==> config.mk <==
export PLATFORM = sky130hd
export DESIGN_NAME = rotate_sched
export DESIGN_NICKNAME = d
export VERILOG_FILES = /design/src/rtl/rotate_sched.sv
export SDC_FILE = /design/constraint.sdc
export NUM_CORES = 1
export LEC_CHECK = 0
export CORE_MARGIN = 3
export CORE_UTILIZATION = 30
export CTS_CLUSTER_DIAMETER = 200
export DETAILED_ROUTE_END_ITERATION = 16
export GPL_ROUTABILITY_DRIVEN = 0
export MAX_ROUTING_LAYER = met4
export PLACE_DENSITY_LB_ADDON = 0.1
export SLEW_MARGIN = 20
export SYNTH_ARGS = -nofsm -noshare
export SYNTH_HDL_FRONTEND = slang
export SYNTH_SLANG_ARGS = --single-unit
==> constraint.sdc <==
create_clock -name clk -period 4.4 [get_ports clk]
set_input_delay 1.1 -clock clk [delete_from_list [all_inputs] [get_ports clk]]
set_output_delay 1.1 -clock clk [all_outputs]
set_load 0.01 [all_outputs]
==> src/rtl/rotate_sched.sv <==
// rtl/rotate_sched.sv - round-robin shared rotate engine, up to 3 positions per pass
module rotate_sched #(
    parameter int WIDTH = 8,
    parameter int AMT_W = 4
) (
    input  logic             clk,
    input  logic             rst_n,
    input  logic             req0_valid,
    output logic             req0_ready,
    input  logic             req0_dir,
    input  logic [AMT_W-1:0] req0_amt,
    input  logic [WIDTH-1:0] req0_data,
    input  logic             req1_valid,
    output logic             req1_ready,
    input  logic             req1_dir,
    input  logic [AMT_W-1:0] req1_amt,
    input  logic [WIDTH-1:0] req1_data,
    output logic             resp_valid,
    input  logic             resp_ready,
    output logic             resp_id,
    output logic [WIDTH-1:0] resp_data,
    output logic             busy
);
    localparam int LW = $clog2(WIDTH);

    typedef enum logic [1:0] {
        IDLE  = 2'd0,
        SHIFT = 2'd1,
        RESP  = 2'd2
    } state_t;

    state_t           state_q, state_d;
    logic [WIDTH-1:0] data_q, data_d;
    logic [LW-1:0]    rem_q, rem_d;
    logic             dir_q, dir_d;
    logic             id_q, id_d;
    logic             last_grant_q, last_grant_d;

    logic             grant0, grant1;
    logic [LW-1:0]    step;
    logic [2*WIDTH-1:0] dbl, dbl_sh;
    logic [WIDTH-1:0] rot;
    logic             unused_amt;

    // Only the low log2(WIDTH) amount bits matter: rotation is modulo WIDTH.
    assign unused_amt = ^{req0_amt, req1_amt};

    assign grant0     = req0_valid & (~req1_valid | last_grant_q);
    assign grant1     = req1_valid & (~req0_valid | ~last_grant_q);
    assign req0_ready = (state_q == IDLE) & grant0;
    assign req1_ready = (state_q == IDLE) & grant1;

    assign resp_valid = (state_q == RESP);
    assign resp_data  = data_q;
    assign resp_id    = id_q;
    assign busy       = (state_q != IDLE);

    // One rotator pass: take the matching half of the doubled word.
    always_comb begin
        step   = (rem_q > LW'(3)) ? LW'(3) : rem_q;
        dbl    = {data_q, data_q};
        dbl_sh = '0;
        rot    = '0;
        if (dir_q) begin
            dbl_sh = dbl << step;
            rot    = dbl_sh[2*WIDTH-1:WIDTH];
        end else begin
            dbl_sh = dbl >> step;
            rot    = dbl_sh[WIDTH-1:0];
        end
    end

    always_comb begin
        state_d      = state_q;
        data_d       = data_q;
        rem_d        = rem_q;
        dir_d        = dir_q;
        id_d         = id_q;
        last_grant_d = last_grant_q;
        case (state_q)
            IDLE: begin
                if (grant0 | grant1) begin
                    id_d         = grant1;
                    last_grant_d = grant1;
                    data_d       = grant1 ? req1_data : req0_data;
                    dir_d        = grant1 ? req1_dir : req0_dir;
                    rem_d        = grant1 ? req1_amt[LW-1:0] : req0_amt[LW-1:0];
                    state_d      = (rem_d == '0) ? RESP : SHIFT;
                end
            end
            SHIFT: begin
                data_d = rot;
                rem_d  = rem_q - step;
                if (rem_d == '0) begin
                    state_d = RESP;
                end
            end
            RESP: begin
                if (resp_ready) begin
                    state_d = IDLE;
                end
            end
            default: state_d = IDLE;
        endcase
    end

    always_ff @(posedge clk or negedge rst_n) begin
        if (!rst_n) begin
            state_q      <= IDLE;
            data_q       <= '0;
            rem_q        <= '0;
            dir_q        <= 1'b0;
            id_q         <= 1'b0;
            last_grant_q <= 1'b1;
        end else begin
            state_q      <= state_d;
            data_q       <= data_d;
            rem_q        <= rem_d;
            dir_q        <= dir_d;
            id_q         <= id_d;
            last_grant_q <= last_grant_d;
        end
    end
endmodule
# Word-level counts from Yosys, hierarchy flattened
# Cells that the tools add are included.
[word_totals]
elab_cells = 47
input_bits = 31
regBits = 16
out_inout_bits = 13
[op_classes]
magnitude_cmp = 1
bitwise = 10
shifts = 2
n_eq_ne = 5
n_mux = 14
reduce_logical = 8
n_addsub = 1
[op_table]
columns = ["op", "n"]
rows = [
  ["$mux 8", 3],
  ["$pmux 8 s2", 1],
  ["$shl 16x3->16", 1],
  ["$shr 16x3->8", 1],
  ["$mux 3", 3],
  ["$mux 2", 4],
  ["$logic_not 3->1", 2],
  ["$pmux 2 s3", 1],
  ["$pmux 3 s2", 1],
  ["$and 1x1->1", 4],
  ["$ne 2x1->1 const B", 2],
  ["$reduce_and 2->1", 2],
  ["$reduce_bool 2->1", 2],
  ["$gt 3x2->1 const B", 1],
  ["$not 1->1", 3],
  ["$or 1x1->1", 3],
  ["$reduce_and 3->1", 1],
  ["$sub 3x3->3", 1],
  ["$eq 2x1->1 const B", 1],
  ["$eq 2x2->1 const B", 1],
  ["$logic_not 2->1", 1],
  ["$ne 2x2->1 const B", 1],
  ["$mux 1", 1],
]

# Depth between registers and ports, before layout
# Gate-level depths: netlist (run 1).
[depth]
depth_word = 8
ltp_mapped = 7
ltp_nobuf = 6

# Worst setup path before layout (run 1)
# No wires, ideal clock.
[synth_path]
path_kind = "input port to output port"
start = "input req1_valid"
end = "output req1_ready"
cell_stages = 3
required_time_ns = 3.300
setup_slack_ns = 1.551
arrival_ns = 1.749
path_buffers = 1
cell_sequence = "a21boi_4 > buf_4 > and2_1"
[synth_between]
elab_chain_len = 2
[synth_rtl]
columns = ["element", "line", "rtl"]
rows = [
  ["start, declared", "13", "input logic req1_valid,"],
  ["$and 1x1->1", "49", "assign grant1 = req1_valid & (~req0_valid | ~last_grant_q);"],
  ["$and 1x1->1", "51", "assign req1_ready = (state_q == IDLE) & grant1;"],
  ["end, declared", "14", "output logic req1_ready,"],
]
# Every way passes these cells.

# Worst setup path after layout (run 1)
[layout_path]
start = "input req1_valid"
end = "output req0_ready"
[layout_between]
elab_chain_len = 4
[layout_rtl]
columns = ["element", "line", "rtl"]
rows = [
  ["$not 1->1", "48", "assign grant0 = req0_valid & (~req1_valid | last_grant_q);"],
  ["$or 1x1->1", "48", ""],
  ["$and 1x1->1", "48", ""],
  ["$and 1x1->1", "50", "assign req0_ready = (state_q == IDLE) & grant0;"],
  ["end, declared", "9", "output logic req0_ready,"],
]
# Every way passes these cells.

==> impl_metrics.tcl, run 1 <==
set metrics [dict create \
    status "finished, final reports clean" \
    fin_crit_sh 0.832 \
    diodes 0 \
    dr.pass1.iters 4 \
    ys_ff_latch 16 \
    ir_worst_vdd_uv 236 \
    finalSetupTns_ps 0 \
    cts_htree_levels 1 \
    die_h_um 75.8 \
    crit_arrival_ps 2560 \
    track_usage 0.167 \
    setup_ws_ps 740 \
    grt_pass1_wl_um 7180 \
    syn_area_per_cell_sq_um 7.69 \
    cts_tree "yes" \
    cp-start-kind "primary input" \
    tightest_slew_ps 940 \
    final_antenna_net_count 0 \
    synth_top_area_frac 0.257 \
    endpoint "req0_ready" \
    cts_root_buffer "clkbuf_8" \
    routed_wl_um 4360 \
    hpwl_um 3100 \
    ctsResizeCount 0 \
    finalSetupViolCount 0 \
    worst_hold_path_type "flop to flop" \
    fin_crit_ps 3660 \
    drv_cap 0 \
    ys_seq_area_frac 0.275 \
    cts.sinks 16 \
    syn_inst 190 \
    layout.nets 257 \
    r2r_start "rem_q[2]" \
    wl_met3_um 165 \
    syn_nets 222 \
    dr_wl_met2_um 2160 \
    drive_gt1_frac 0.0313 \
    vias 1543 \
    antenna_found_initial 0 \
    grt_setup_unrepaired "false" \
    start_util 0.322 \
    postCtsSetupBuffers 0 \
    synth_warnings 0 \
    leakage_uw 0.000730 \
    ys.flop_type "dfrtp_1" \
    slew_violations 0 \
    routedWlPerCell_um 15.1 \
    fmax_mhz 273 \
    synth_area_sq_um 1460 \
    rr_worst_depth 4 \
    finClkSkew_ps 5.82 \
    worstSkewPairLatency_ps 250 \
    area_growth_pct 33.8 \
    grt_overflow 0 \
    drt_iter0_drc 204 \
    rows 24 \
    hold_viol 0 \
    reg2reg_to "resp_data[1]" \
    grt_pass1_vias 1498 \
    ctsHoldBuffers 0 \
    synthTopCellsByArea "dfrtp_1, mux2i_1, o21ai_0, a21oi_1, a221o_1" \
    endpoint_kind "output port" \
    regToRegSetupSlack_ps 2160 \
    yosysTopAreaCell "dfrtp_1" \
    p_per_area_nw_per_um2 672 \
    ios 44 \
    min_path_cells 2 \
    async_reset_ff_frac 1.00 \
    dieArea_sq_um 5740 \
    cp_max_fo 5 \
    grt_max_degree 32 \
    dp_slack_ps 734 \
    post-route-drc-count 0 \
    port-buffer-count 41 \
    avgViaCountPerCell 5.34 \
    path_clk_slew_ps 60 \
    yosysUniqueCellTypes 35 \
    core_sq_um 4530 \
    clock_path_buffers 2 \
    drt-met1-wl_um 2010 \
    maxSlewHeadroom 0.373 \
    numCtsBuffers 3 \
    critPathKind "primary input to output port" \
    synth-edff-count 0 \
    top_layer "met4" \
    cp-startpoint "req1_valid" \
    worstPathRequired_ps 3300 \
    fp.dieW_um 75.8 \
]
-- power breakdown --
part           internal [uW]  total [uW]  switching [uW]  leakage, uW
Clock                   64.3         118            54.2    0.0000228
Combinational            391         775             384     0.000513
Sequential               225         420             195     0.000194
Total                    680        1310             633     0.000730
-- sequential cells by signal, indices dropped and copies added, names as in the netlist --
signal        cells
resp_id           1
state_q           2
last_grant_q      1
resp_data         8
rem_q             3
dir_q             1
-- synthesized netlist by cell type, types with 2 or more instances --
cell and number:
o21ai_0 27, a21oi_1 15, dfrtp_1 15, mux2i_1 14
nand2_1 14, nor2_1 13, nor2b_1 10, and2_1 9
a31oi_1 8, a221o_1 7, clkbuf_1 7, nor3b_1 7
inv_1 5, buf_2 4, nand4_1 4, o2111ai_1 4
nand2b_1 3, nor3_1 3, o21ai_1 3, o221ai_1 2
or3_1 2
-- how the worst min path moves through the flow --
stage | from | endpoint
floorplan | last_grant_q | last_grant_q
global placement | last_grant_q | last_grant_q
detailed placement | last_grant_q | last_grant_q
CTS | last_grant_q | last_grant_q
global route | last_grant_q | last_grant_q
finish | last_grant_q | last_grant_q
-- logic make-up (layout without fill, tap and decap cells) --
family,after synthesis,count (layout),synth area share
muxes,14,14,0.0960
DFF,16,16,0.275
AOI/OAI and AO/OA,73,73,0.319
buffers and inverters,18,52,0.0523
adders and majority gates,1,1,0.00857
and+or+nand+nor,68,68,0.249
-- worst max-delay path: stages --
cell and delay [ps]:
clkdlybuf4s50_1 530, or2b_1 250, and3_1 200, clkdlybuf4s50_1 470
-- cells in the final DEF, fill, tap and decap left out, types with 4 or more instances in the layout --
cell type / n
a31oi_1: 8
nor2_1: 13
nor3b_1: 7
a221o_1: 7
dfrtp_1: 15
and2_1: 9
nor2b_1: 10
clkdlybuf4s50_1: 41
a21oi_1: 15
nand2_1: 14
nand4_1: 4
mux2i_1: 14
o2111ai_1: 4
inv_1: 5
o21ai_0: 27
-- cell type report --
cell class                 instances  area, sq um
fill                             470         2580
multi-input combinational        156          982
timing repair buffer              43          425
sequential                        16          402
tap                               65         81.3
clock buffer                       4         45.0
inverter                           5         18.8
-- metrics by stage --
step / cell area [sq um] / utilization / power (uW) / hold WS [ps] / instances
after floorplan: 1460 / - / 911 / 484 / 190
after global placement: 1910 / 0.421 / 1200 / 512 / 285
after detailed placement: 1910 / 0.421 / 1200 / 508 / 285
after CTS: 1950 / 0.431 / 1320 / 518 / 289
after global routing: 1950 / 0.431 / 1440 / 559 / 289
final: 1950 / 0.431 / 1310 / 515 / 289
-- per-layer routing --
layer | vias up | GRT usage
li1 | 774 | -
met1 | 724 | 0.207
met2 | 40 | 0.274
met3 | 5 | 0.0290
met4 | 0 | 0.0563
met5 | - | -
(Power assumes the default switching activity.)
==> inputs of run 2 (changes only) <==
Clock period 4.4 ns to 3.8 ns, I/O delays scaled along.
==> impl_metrics.tcl, run 2 (same netlist as run 1, synthesis figures left out) <==
set metrics [dict create \
    cts_root_buffer "clkbuf_8" \
    worstPathRequired_ps 2850 \
    area_growth_pct 33.8 \
    grt_pass1_wl_um 7030 \
    largest_reg_flops 8 \
    port-buffer-count 41 \
    cp_max_fo 5 \
    cp-startpoint "req1_valid" \
    finalSetupTns_ps 0 \
    antenna_found_initial 0 \
    power.internal_uw 787 \
    dieArea_sq_um 5740 \
    numCtsBuffers 3 \
    avgViaCountPerCell 5.34 \
    status "finished, final reports clean" \
    critPathSlowestCell "clkdlybuf4s50_1" \
    rows 24 \
    track_usage 0.163 \
    path_cells "clkdlybuf4s50_1 -> or2b_1 -> and3_1 -> clkdlybuf4s50_1" \
    routedWlPerCell_um 15.0 \
    cts_htree_levels 1 \
    ios 44 \
    cp-start-kind "primary input" \
    endpoint_kind "output port" \
    grt_max_degree 32 \
    hp-start "last_grant_q" \
    clock_path_buffers 2 \
    combPwrFrac 0.587 \
    drv_cap 0 \
    rr_worst_depth 4 \
    switching_power_uw 729 \
    routed_wl_um 4340 \
    fin_crit_sh 0.884 \
    ctsHoldBuffers 0 \
    p_total_uw 1520 \
    maxSlewHeadroom 0.358 \
    cts_tree "yes" \
    worst_hold_path_type "flop to flop" \
    finClkSkew_ps 9.32 \
    slowest_delay_ps 530 \
    postPlaceCellArea_sq_um 1910 \
    ir_worst_vdd_uv 257 \
    most-common-layout-cells "clkdlybuf4s50_1, o21ai_0, a21oi_1, dfrtp_1" \
    final_area_sq_um 1950 \
    post-route-drc-count 0 \
    cts.sinks 16 \
    crit_arrival_ps 2410 \
    fp.dieW_um 75.8 \
    whs_ps 514 \
    slew_violations 0 \
    ctsResizeCount 0 \
    grt_pass1_vias 1401 \
    r2r_start "rem_q[2]" \
    hpwl_um 3070 \
    clockPowerShare 0.091 \
    path_clk_slew_ps 60 \
    core_sq_um 4530 \
    cp_common_cell "clkdlybuf4s50_1" \
    fmax_mhz 298 \
    tightest_slew_ps 963 \
    regToRegSetupSlack_ps 1570 \
    worstSkewPairLatency_ps 260 \
    postCtsSetupBuffers 0 \
    drive_gt1_frac 0.0313 \
    final_common_cell "clkdlybuf4s50_1" \
    grt_setup_unrepaired "false" \
    critPathKind "primary input to output port" \
    power.share.sequential 0.322 \
    min_to "last_grant_q" \
    leakage_uw 0.000730 \
    vias 1543 \
    swShare 0.481 \
    diodes 0 \
    finalSetupViolCount 0 \
    reg2reg_to "resp_data[1]" \
    min_path_cells 2 \
    die_h_um 75.8 \
    fin_crit_ps 3360 \
    layout.nets 257 \
    p_per_area_nw_per_um2 776 \
    final_antenna_net_count 0 \
    dr.pass1.iters 4 \
    drt_iter0_drc 225 \
    start_util 0.322 \
    grt_overflow 0 \
    hold_viol 0 \
]
==> run 2: cell counts in the layout (fill, tap and decap cells not counted) <==
Identical to the previous run, type by type.
==> run 2: layout make-up <==
type / instances / area (sq um)
clock buffer: 4 / 45.0
timing repair buffer: 43 / 425
sequential: 16 / 402
inverter: 5 / 18.8
multi-input combinational: 156 / 982
tap: 65 / 81.3
fill: 461 / 2580
==> run 2: critical path: cells and delay by family <==
family,cells,cell delay [ps]
and+or+nand+nor,2,450
buffers and inverters,2,1000
==> run 2: worst max path at each step <==
stage            endpoint  slack, ps  cells past startpoint
2_1_floorplan  req1_ready       1250                      3
3_3_place_gp   req0_ready        440                      4
3_5_place_dp   req0_ready        440                      4
4_1_cts        req0_ready        430                      4
5_1_grt        req0_ready        380                      4
6_report       req0_ready        440                      4
==> run 2: power groups by stage <==
stage | combinational [uW] | sequential, uW | clock [uW]
4_1_cts | 899 | 480 | 142
3_3_place_gp | 906 | 488 | 0
5_1_grt | 997 | 515 | 149
3_5_place_dp | 896 | 484 | 0
6_report | 890 | 488 | 138
2_1_floorplan | 679 | 375 | 0
==> run 2: per-layer routing <==
| metal | vias to the layer above | track usage | wire [um] |
|---|---|---|---|
| met5 | - | - | 0 |
| met4 | 0 | 0.0388 | 22 |
| met3 | 2 | 0.0277 | 203 |
| met2 | 55 | 0.257 | 2090 |
| met1 | 713 | 0.217 | 2030 |
| li1 | 773 | - | - |
==> run 2: per-stage QoR <==
step | worst slack [ps] | utilization | cells
2_1_floorplan | 1250 | - | 190
3_3_place_gp | 444 | 0.421 | 285
3_5_place_dp | 439 | 0.421 | 285
4_1_cts | 435 | 0.431 | 289
5_1_grt | 375 | 0.431 | 289
6_report | 440 | 0.431 | 289
